[src/rtl/if_stage.sv]
// Instruction-fetch stage: PC sequencing, a one-entry stall buffer, wrong-path response handling
// and the decode-stage register. Define IF_STAGE_PERF_EN to add the fetch_wait_cnt counter.
module if_stage #(
  parameter logic [31:0] RESET_PC = 32'h0000_0000
) (
  input  logic        clk,
  input  logic        reset,
  input  logic        stall_f,
  input  logic        stall_d,
  input  logic        flush_d,
  input  logic        pc_src_d,
  input  logic [31:0] pc_branch_d,
  input  logic [1:0]  jump_d,
  input  logic [31:0] pc_jump_d,
  output logic        imem_req,
  output logic [31:0] imem_addr,
  input  logic        imem_ready,
  input  logic [31:0] imem_rdata,
  output logic [31:0] instr_d,
  output logic [31:0] pc_plus4_d,
  output logic        valid_d,
  output logic [31:0] pc_f,
`ifdef IF_STAGE_PERF_EN
  output logic        fetch_stall,
  output logic [31:0] fetch_wait_cnt
`else
  output logic        fetch_stall
`endif
);

  typedef enum logic [1:0] {FETCH, HOLD, REDIR} state_t;

  state_t      state, state_next;
  logic [31:0] pc_next, pc_inc;
  logic [31:0] buf_instr, buf_pc4, redir_target;
  logic        redirect;
  logic [31:0] target;
  logic        load_d, capture_buf, latch_target;
  logic [31:0] load_instr, load_pc4;

  assign pc_inc      = pc_f + 32'd4;
  assign redirect    = ((jump_d != 2'b00) || pc_src_d) && !stall_d;
  assign target      = (jump_d != 2'b00) ? pc_jump_d : pc_branch_d;
  assign imem_req    = (state != HOLD);
  assign imem_addr   = pc_f;
  assign fetch_stall = (state != HOLD) && !imem_ready;

  // In REDIR the outstanding request still targets the old pc_f, so pc_f only moves on its response.
  always_comb begin
    state_next   = state;
    pc_next      = pc_f;
    load_d       = 1'b0;
    load_instr   = imem_rdata;
    load_pc4     = pc_inc;
    capture_buf  = 1'b0;
    latch_target = 1'b0;
    case (state)
      FETCH: begin
        if (imem_ready) begin
          if (redirect) begin
            pc_next = target;
          end else if (!stall_f) begin
            pc_next = pc_inc;
            load_d  = 1'b1;
          end else begin
            capture_buf = 1'b1;
            state_next  = HOLD;
          end
        end else if (redirect) begin
          latch_target = 1'b1;
          state_next   = REDIR;
        end
      end
      HOLD: begin
        if (redirect) begin
          pc_next    = target;
          state_next = FETCH;
        end else if (!stall_f) begin
          load_d     = 1'b1;
          load_instr = buf_instr;
          load_pc4   = buf_pc4;
          pc_next    = pc_inc;
          state_next = FETCH;
        end
      end
      REDIR: begin
        if (imem_ready) begin
          pc_next    = redirect ? target : redir_target;
          state_next = FETCH;
        end else if (redirect) begin
          latch_target = 1'b1;
        end
      end
      default: state_next = FETCH;
    endcase
  end

  always_ff @(posedge clk or posedge reset) begin
    if (reset) begin
      state        <= FETCH;
      pc_f         <= RESET_PC;
      buf_instr    <= 32'd0;
      buf_pc4      <= 32'd0;
      redir_target <= 32'd0;
    end else begin
      state <= state_next;
      pc_f  <= pc_next;
      if (capture_buf) begin
        buf_instr <= imem_rdata;
        buf_pc4   <= pc_inc;
      end
      if (latch_target) redir_target <= target;
    end
  end

  // Decode register: hold beats flush, flush beats load, and an idle cycle inserts a bubble.
  always_ff @(posedge clk or posedge reset) begin
    if (reset) begin
      instr_d    <= 32'd0;
      pc_plus4_d <= 32'd0;
      valid_d    <= 1'b0;
    end else if (!stall_d) begin
      if (!flush_d && load_d) begin
        instr_d    <= load_instr;
        pc_plus4_d <= load_pc4;
        valid_d    <= 1'b1;
      end else begin
        instr_d    <= 32'd0;
        pc_plus4_d <= 32'd0;
        valid_d    <= 1'b0;
      end
    end
  end

`ifdef IF_STAGE_PERF_EN
  always_ff @(posedge clk or posedge reset) begin
    if (reset) begin
      fetch_wait_cnt <= 32'd0;
    end else if (fetch_stall && (fetch_wait_cnt != 32'hFFFF_FFFF)) begin
      fetch_wait_cnt <= fetch_wait_cnt + 32'd1;
    end
  end
`endif

endmodule

[config.mk]
export PLATFORM = sky130hd
export DESIGN_NAME = if_stage
export DESIGN_NICKNAME = d
export VERILOG_FILES = /design/src/rtl/if_stage.sv
export SDC_FILE = /design/constraint.sdc
export NUM_CORES = 1
export LEC_CHECK = 0
export CORE_MARGIN = 4
export CORE_UTILIZATION = 49
export DETAILED_ROUTE_END_ITERATION = 6
export PLACE_DENSITY_LB_ADDON = 0.08
export SETUP_SLACK_MARGIN = 0.3
export SLEW_MARGIN = 40
export SYNTH_ARGS = -nofsm -noshare
export SYNTH_HDL_FRONTEND = slang
export SYNTH_SLANG_ARGS = --single-unit
[constraint.sdc]
create_clock -name clk -period 10.2 [get_ports clk]
set_input_delay 2.55 -clock clk [delete_from_list [all_inputs] [get_ports clk]]
set_output_delay 2.55 -clock clk [all_outputs]
set_load 0.01 [all_outputs]
==> results of run 1 <==
per-layer routing:
metal / routed length (um) / vias up / part of all wire, % / track usage, %
met5: 0 / - / 0 / 0
met4: 340 / 0 / 1.3 / 5.81
met3: 1590 / 24 / 6.1 / 4.59
met2: 11700 / 290 / 45 / 35.2
met1: 12300 / 3794 / 47 / 34.5
li1: - / 3863 / - / -
worst max-delay path: cells and delay by family:
kind | cells | cell delay, ns
and+or+nand+nor | 1 | 0.23
buffers and inverters | 2 | 1.11
synthesized netlist by cell type, types with 4 or more instances:
cell      instances  area share, %
o211ai_1          7           0.54
xnor2_1           8           0.72
a21oi_1          59            3.0
and4_1            6           0.54
inv_1            16           0.62
buf_4            35            2.7
dfrtp_1         195             50
a31oi_1           7           0.45
buf_1             4           0.15
buf_2            15           0.77
nand2_1         114            4.4
a22o_1            4           0.36
o31ai_1           7           0.54
nand4_1           4           0.26
a32o_1            4           0.41
mux2i_1          69            7.1
nand3_1          15           0.77
a32oi_1           9           0.81
a311o_1           4           0.41
o31a_1            5           0.45
a22oi_1           4           0.31
or3_1             5           0.32
a221o_1           4           0.41
o21ai_0         104            5.3
o21ai_1           6           0.31
xor2_1            9           0.81
nor3_1           43            2.2
mux2_2           42            4.8
nor4_1           11           0.70
o22a_1            5           0.45
nand2b_1          5           0.32
clkbuf_1         51            2.0
and2_1            7           0.45
nor2_1           70            2.7
registers in the layout, summed over array words and instances, names as in the netlist:
signal,count
buf_instr,32
buf_pc4,32
imem_addr,32
instr_d,32
pc_plus4_d,32
redir_target,32
state,2
valid_d,1
logic make-up (layout without fill, tap and decap cells):
family | after synthesis | in the layout | synth area share (%)
compound gates | 255 | 255 | 16.0
xor+xnor | 17 | 17 | 1.52
fa+ha+maj | 1 | 1 | 0.128
buf+inv | 123 | 301 | 6.34
flops | 195 | 195 | 50.0
mux | 111 | 111 | 11.9
simple gates | 296 | 296 | 14.1
cells in the final DEF (no fill, tap or decap), types with 5 or more instances in the layout:
| master | count |
|---|---|
| dfrtp_1 | 195 |
| nand2b_1 | 5 |
| nand2_1 | 114 |
| clkbuf_16 | 17 |
| nor3_1 | 43 |
| a31oi_1 | 7 |
| a21oi_1 | 59 |
| o21ai_1 | 7 |
| o211ai_1 | 7 |
| o31ai_1 | 7 |
| o31a_1 | 5 |
| inv_1 | 15 |
| nor2_1 | 67 |
| o21ai_0 | 103 |
| or3_1 | 5 |
| clkdlybuf4s50_1 | 234 |
| a32oi_1 | 9 |
| xor2_1 | 9 |
| mux2i_1 | 69 |
| and2_1 | 7 |
| nand3_1 | 15 |
| xnor2_1 | 8 |
| o22a_1 | 5 |
| mux2_2 | 42 |
| and4_1 | 6 |
| buf_4 | 14 |
| nor4_1 | 10 |
layout make-up:
| type | count | area, um^2 | share of cell area [%] |
|---|---|---|---|
| Clock inverter | 15 | 168 | 1.32 |
| Sequential cell | 195 | 4880 | 38.5 |
| Timing Repair Buffer | 252 | 2490 | 19.6 |
| Inverter | 17 | 76.3 | 0.603 |
| Tap cell | 265 | 332 | 2.62 |
| Multi-Input combinational cell | 680 | 4290 | 33.9 |
| Clock buffer | 17 | 425 | 3.36 |
worst min path at each step:
stage | start | end | slack [ns] | depth (start not counted)
floorplan | buf_pc4[28] | buf_pc4[28] | 0.44 | 1
global placement | buf_pc4[28] | buf_pc4[28] | 0.45 | 1
detailed placement | buf_pc4[28] | buf_pc4[28] | 0.46 | 1
CTS | buf_pc4[28] | buf_pc4[28] | 0.47 | 1
global route | instr_d[8] | instr_d[8] | 0.50 | 2
finish | buf_pc4[28] | buf_pc4[28] | 0.47 | 1
report_power, final:
part / total, mW / leakage, nW / internal, mW / switching, mW
clock network: 0.672 / 0.282 / 0.349 / 0.323
registers: 1.06 / 2.41 / 0.921 / 0.143
logic: 0.639 / 2.68 / 0.334 / 0.306
==> reports/metrics.csv, run 1 <==
stage,metric,value,unit
run_status,outcome,completed,
worst_setup_path,CP startpoint kind,primary input,
worst_setup_path,CP endpoint,fetch_stall,
final_layout,Post-Layout Cell Count,1441,
timing,max-slew violations,0,
worst_setup_path,crit-path most repeated cell,clkdlybuf4s50_1,
synth,Main synth FF type,dfrtp_1,
timing,max_slew headroom,46.9,%
cts,CTS H-tree lvls,4,
worst_setup_path,critical path launch point,imem_ready,
timing,setup repair after global routing missed its margin,false,
global_routing,initial antenna violation count,0,
drt,Vias/cell,5.53,
power,leakage power,5.37,nW
place,Post-Place Worst Slack,3.79,ns
final_layout,layout cells sized above 1,9.35,%
cts,CTS tree,built,
global_routing,gr usage total,23.2,%
global_routing,GRT Residual Overflow,0,
cts,clock buffer depth,2,
drt,total routed wirelength,25900,um
final_layout,number of diodes,0,
synth,post-synth cell types,63,
global_routing,first-pass GRT wire length,41500,um
drt,post-route ant nets,0,
cts,Post-CTS Hold Buffers,0,
floorplanning,Starting Density,50.0,%
cts,CTS sink count,195,
min_path,Hold/Removal Path Class,reg2reg,
floorplanning,# IOs,236,
timing,final setup margin,3.76,ns
worst_setup_path,Max stage delay on crit path,0.58,ns
floorplanning,area of the die,22300,um^2
place,PortBufs,235,
drt,DRT iter0 DRCs,481,
global_routing,number of global-route vias before repair,7726,
worst_setup_path,"Cell Chain, Critical Path",clkdlybuf4s50_1 > nor2_1 > clkdlybuf4s50_1,
worst_setup_path,worst r2r src,state[0],
timing,Max Fclk,0.155,GHz
floorplanning,row cnt,51,
final_layout,Post-Route Utilization,64.8,%
synth,"Warnings, synthesis",0,
worst_setup_path,FF-to-FF End,pc_plus4_d[4],
drt,drt wl/cell,18.0,um
timing,final critical-path required period,6.44,ns
drt,routed vias,7971,
synth,"Seq/Total Area, Yosys",50.0,%
power,pwr/cell area,188,nW/um^2
power,Max VDD drop,0.113,mV
floorplanning,DIE HEIGHT,149,um
cts,Worst-path clk slew,0.07,ns
final_layout,Area growth syn-to-layout,29.7,%
worst_setup_path,critical path data arrival time,3.89,ns
job,max-cap violations,0,
floorplanning,die width,149,um
synth,Netlist Area Pre-Place,9760,um^2
synth,count of flip-flops with a built-in enable after synthesis,0,
timing,period utilization,63.1,%
place,Final HPWL DP,17700,um
synth,synthesized instance count,998,
worst_setup_path,"Req. time, crit path",7.65,ns
synth,"FFs w/ async S/R, synth",100,%
synth,Syn Area/Cell,9.78,um^2
timing,Worst-Margin Slew,0.797,ns
place,Placed Area,12000,um^2
timing,Final Hold Fails,0,
cts,Post-CTS Resized,0,
timing,final setup vio count,0,
power,Tot Pwr,2.38,mW
worst_setup_path,worst-path maximum fanout,5,
cts,Clock Latency Late Sink,0.43,ns
synth,Yosys reg bits,195,
floorplanning,core box area,19500,um^2
worst_setup_path,endpoint class of the critical path,output pin,
global_routing,largest net degree at the start of global routing,118,
timing,Clock Skew,0.0119,ns
final_layout,fin nets,1269,
worst_setup_path,"Slowest-stage cell, CP",clkdlybuf4s50_1,
drt,first-pass iteration count of the detailed router,5,
timing,Post-Route Setup TNS,0,ns
final_layout,Final Cell Area,12700,um^2
timing,hold slack,0.473,ns
cts,post-CTS setup buffer count,0,
final_layout,Filler cells,1668,
drt,DR DRC count,0,
cts,CTS Buf Count,17,
worst_setup_path,critical path class,in2out,
cts,Root Buffer,clkbuf_16,
worst_setup_path,Worst Reg-to-Reg Cells,6,
worst_setup_path,register-to-register setup slack,7.36,ns
place,DP Cell Count,1408,
place,global placer's final weighted congestion,0.805,
synth,Synthesized Nets,1104,
Power figures use the tool's default switching activity.
==> inputs of run 2 (changes only) <==
--- a/config.mk
+++ b/config.mk
@@ -6,7 +6,7 @@
 export NUM_CORES = 1
 export LEC_CHECK = 0
 export CORE_MARGIN = 4
-export CORE_UTILIZATION = 49
+export CORE_UTILIZATION = 45
 export DETAILED_ROUTE_END_ITERATION = 6
 export PLACE_DENSITY_LB_ADDON = 0.08
 export SETUP_SLACK_MARGIN = 0.3
==> constraint.sdc (replaced) <==
create_clock -name clk -period 5.8 [get_ports clk]
set_input_delay 1.45 -clock clk [delete_from_list [all_inputs] [get_ports clk]]
set_output_delay 1.45 -clock clk [all_outputs]
set_load 0.01 [all_outputs]
==> reports/metrics.csv, run 2 (synthesis results as in run 1) <==
stage,metric,value,unit,change
run_status,outcome,completed,,
drt,post-route ant nets,0,,unchanged
floorplanning,area of the die,24100,um^2,+8.4%
worst_setup_path,"Cell Chain, Critical Path",clkdlybuf4s50_1 > nor2_1 > clkdlybuf4s50_1,,
cts,Worst-path clk slew,0.06,ns,about the same
cts,CTS tree,built,,
timing,max-slew violations,0,,unchanged
floorplanning,row cnt,53,,+3.9%
timing,final setup margin,1.54,ns,-2.22 ns
timing,final setup vio count,0,,unchanged
place,Final HPWL DP,18900,um,+6.9%
global_routing,initial antenna violation count,0,,unchanged
final_layout,number of diodes,0,,unchanged
worst_setup_path,endpoint class of the critical path,output pin,,
worst_setup_path,Max stage delay on crit path,0.58,ns,about the same
cts,clock buffer depth,2,,unchanged
power,Internal,2.85,mW,+77%
floorplanning,DIE HEIGHT,155,um,+4.1%
place,Post-Place Worst Slack,1.55,ns,-2.24 ns
job,max-cap violations,0,,unchanged
global_routing,gr usage total,22.7,%,-0.55 points
cts,Clock Latency Late Sink,0.44,ns,about the same
power,Clock power frac,28.5,%,+0.2 points
min_path,Hold/Removal Path Class,reg2reg,,
worst_setup_path,"Slowest-stage cell, CP",clkdlybuf4s50_1,,
drt,routed vias,8044,,+0.92%
timing,Post-Route Setup TNS,0,ns,unchanged
timing,period utilization,73.5,%,
drt,drt wl/cell,18.7,um,+3.6%
global_routing,number of global-route vias before repair,8054,,+4.2%
power,switching pwr,1.38,mW,+79%
drt,Vias/cell,5.52,,-0.12%
timing,Clock Skew,0.0135,ns,+0.00168 ns
worst_setup_path,critical path class,in2out,,
final_layout,Post-Route Utilization,60.6,%,-4.2 points
floorplanning,die width,155,um,+4.1%
place,Placed Area,12200,um^2,+1.5%
cts,CTS Buf Count,17,,unchanged
cts,post-CTS setup buffer count,0,,unchanged
final_layout,Area growth syn-to-layout,31.4,%,
drt,DR DRC count,0,,unchanged
worst_setup_path,crit-path most repeated cell,clkdlybuf4s50_1,,
floorplanning,# IOs,236,,unchanged
global_routing,first-pass GRT wire length,44100,um,+6.2%
timing,setup repair after global routing missed its margin,false,,
floorplanning,Starting Density,46.2,%,-3.8 points
final_layout,"commonest non-fill, non-tap cell in the layout",clkdlybuf4s50_1,,
final_layout,most frequent cells in the layout,"clkdlybuf4s50_1, dfrtp_1, nand2_1",,
final_layout,layout cells sized above 1,9.74,%,+0.38 points
power,pwr/cell area,329,nW/um^2,+76%
timing,Worst-Margin Slew,0.816,ns,+0.0191 ns
drt,first-pass iteration count of the detailed router,5,,unchanged
global_routing,GRT Residual Overflow,0,,unchanged
power,Comb power frac,27.0,%,about the same
worst_setup_path,"Req. time, crit path",4.35,ns,-3.30 ns
final_layout,fin nets,1274,,+0.39%
cts,Post-CTS Resized,0,,unchanged
timing,Final Hold Fails,0,,unchanged
cts,CTS H-tree lvls,4,,unchanged
timing,max_slew headroom,45.4,%,-1.4 points
power,Max VDD drop,0.187,mV,+64%
cts,CTS sink count,195,,unchanged
cts,Root Buffer,clkbuf_16,,
timing,final critical-path required period,4.26,ns,
cts,Post-CTS Hold Buffers,0,,unchanged
floorplanning,core box area,21200,um^2,+8.3%
drt,total routed wirelength,27200,um,+4.7%
power,Sw Ratio,32.7,%,+0.18 points
place,global placer's final weighted congestion,0.865,,+7.4%
final_layout,Final Cell Area,12800,um^2,+1.3%
place,PortBufs,235,,unchanged
power,sequential share of power,44.5,%,-0.3 points
global_routing,largest net degree at the start of global routing,91,,-23%
power,leakage power,5.44,nW,+1.3%
drt,DRT iter0 DRCs,478,,-0.62%
timing,Max Fclk,0.235,GHz,
worst_setup_path,critical path data arrival time,2.81,ns,-1.08 ns
worst_setup_path,worst-path maximum fanout,5,,unchanged
worst_setup_path,CP startpoint kind,primary input,,
## run 2: cell count changes in the layout (fill, tap and decap cells not counted), sizes merged
cell	before	now
buf	18	23
clkbuf	17	18
inv	23	21
clkinvlp	3	2
clkinv	5	7
## run 2: final cells by class
cell class | count | area [um^2]
Fill cell | 1879 | 8320
Clock inverter | 14 | 169
Sequential cell | 195 | 4880
Inverter | 17 | 67.6
Clock buffer | 18 | 439
Tap cell | 275 | 344
Multi-Input combinational cell | 680 | 4310
Timing Repair Buffer | 257 | 2620
## run 2: critical path, delay by kind of cell
family	cells	cell delay, ns
simple gates	1	0.25
buf+inv	2	1.12
## run 2: power by group through the flow
stage | combinational, mW | clock, mW | sequential (mW)
2_1_floorplan | 0.691 | 0 | 1.84
3_3_place_gp | 1.11 | 0 | 1.89
3_5_place_dp | 1.14 | 0 | 1.90
4_1_cts | 1.15 | 1.22 | 1.88
5_1_grt | 1.26 | 1.28 | 1.92
6_report | 1.14 | 1.20 | 1.88
## run 2: final timing paths
| check | from | end | slack [ns] | depth (start not counted) |
|---|---|---|---|---|
| max | imem_ready | fetch_stall | 1.54 | 3 |
| min | buf_pc4[28] | buf_pc4[28] | 0.47 | 1 |
| max reg2reg | imem_addr[17] | imem_addr[24] | 3.07 | 5 |
| min reg2reg | buf_pc4[28] | buf_pc4[28] | 0.47 | 1 |
| max in group asynchronous | reset | buf_instr[8] | 3.60 | 4 |
| min in group asynchronous | reset | pc_plus4_d[25] | 1.36 | 2 |
## run 2: routing by layer
metal  GRT usage [%]  vias up  wire length (um)
li1                -     3865                 -
met1            33.0     3872             12700
met2            34.7      280             12200
met3            4.56       27              1880
met4            6.17        0               378
met5               0        -                 0
## run 2: metrics by stage
step,std cells,hold WS (ns),power (mW)
2_1_floorplan,998,0.441,2.54
3_3_place_gp,1420,0.452,3.00
3_5_place_dp,1424,0.457,3.05
4_1_cts,1456,0.471,4.25
5_1_grt,1456,0.484,4.46
6_report,1456,0.470,4.23
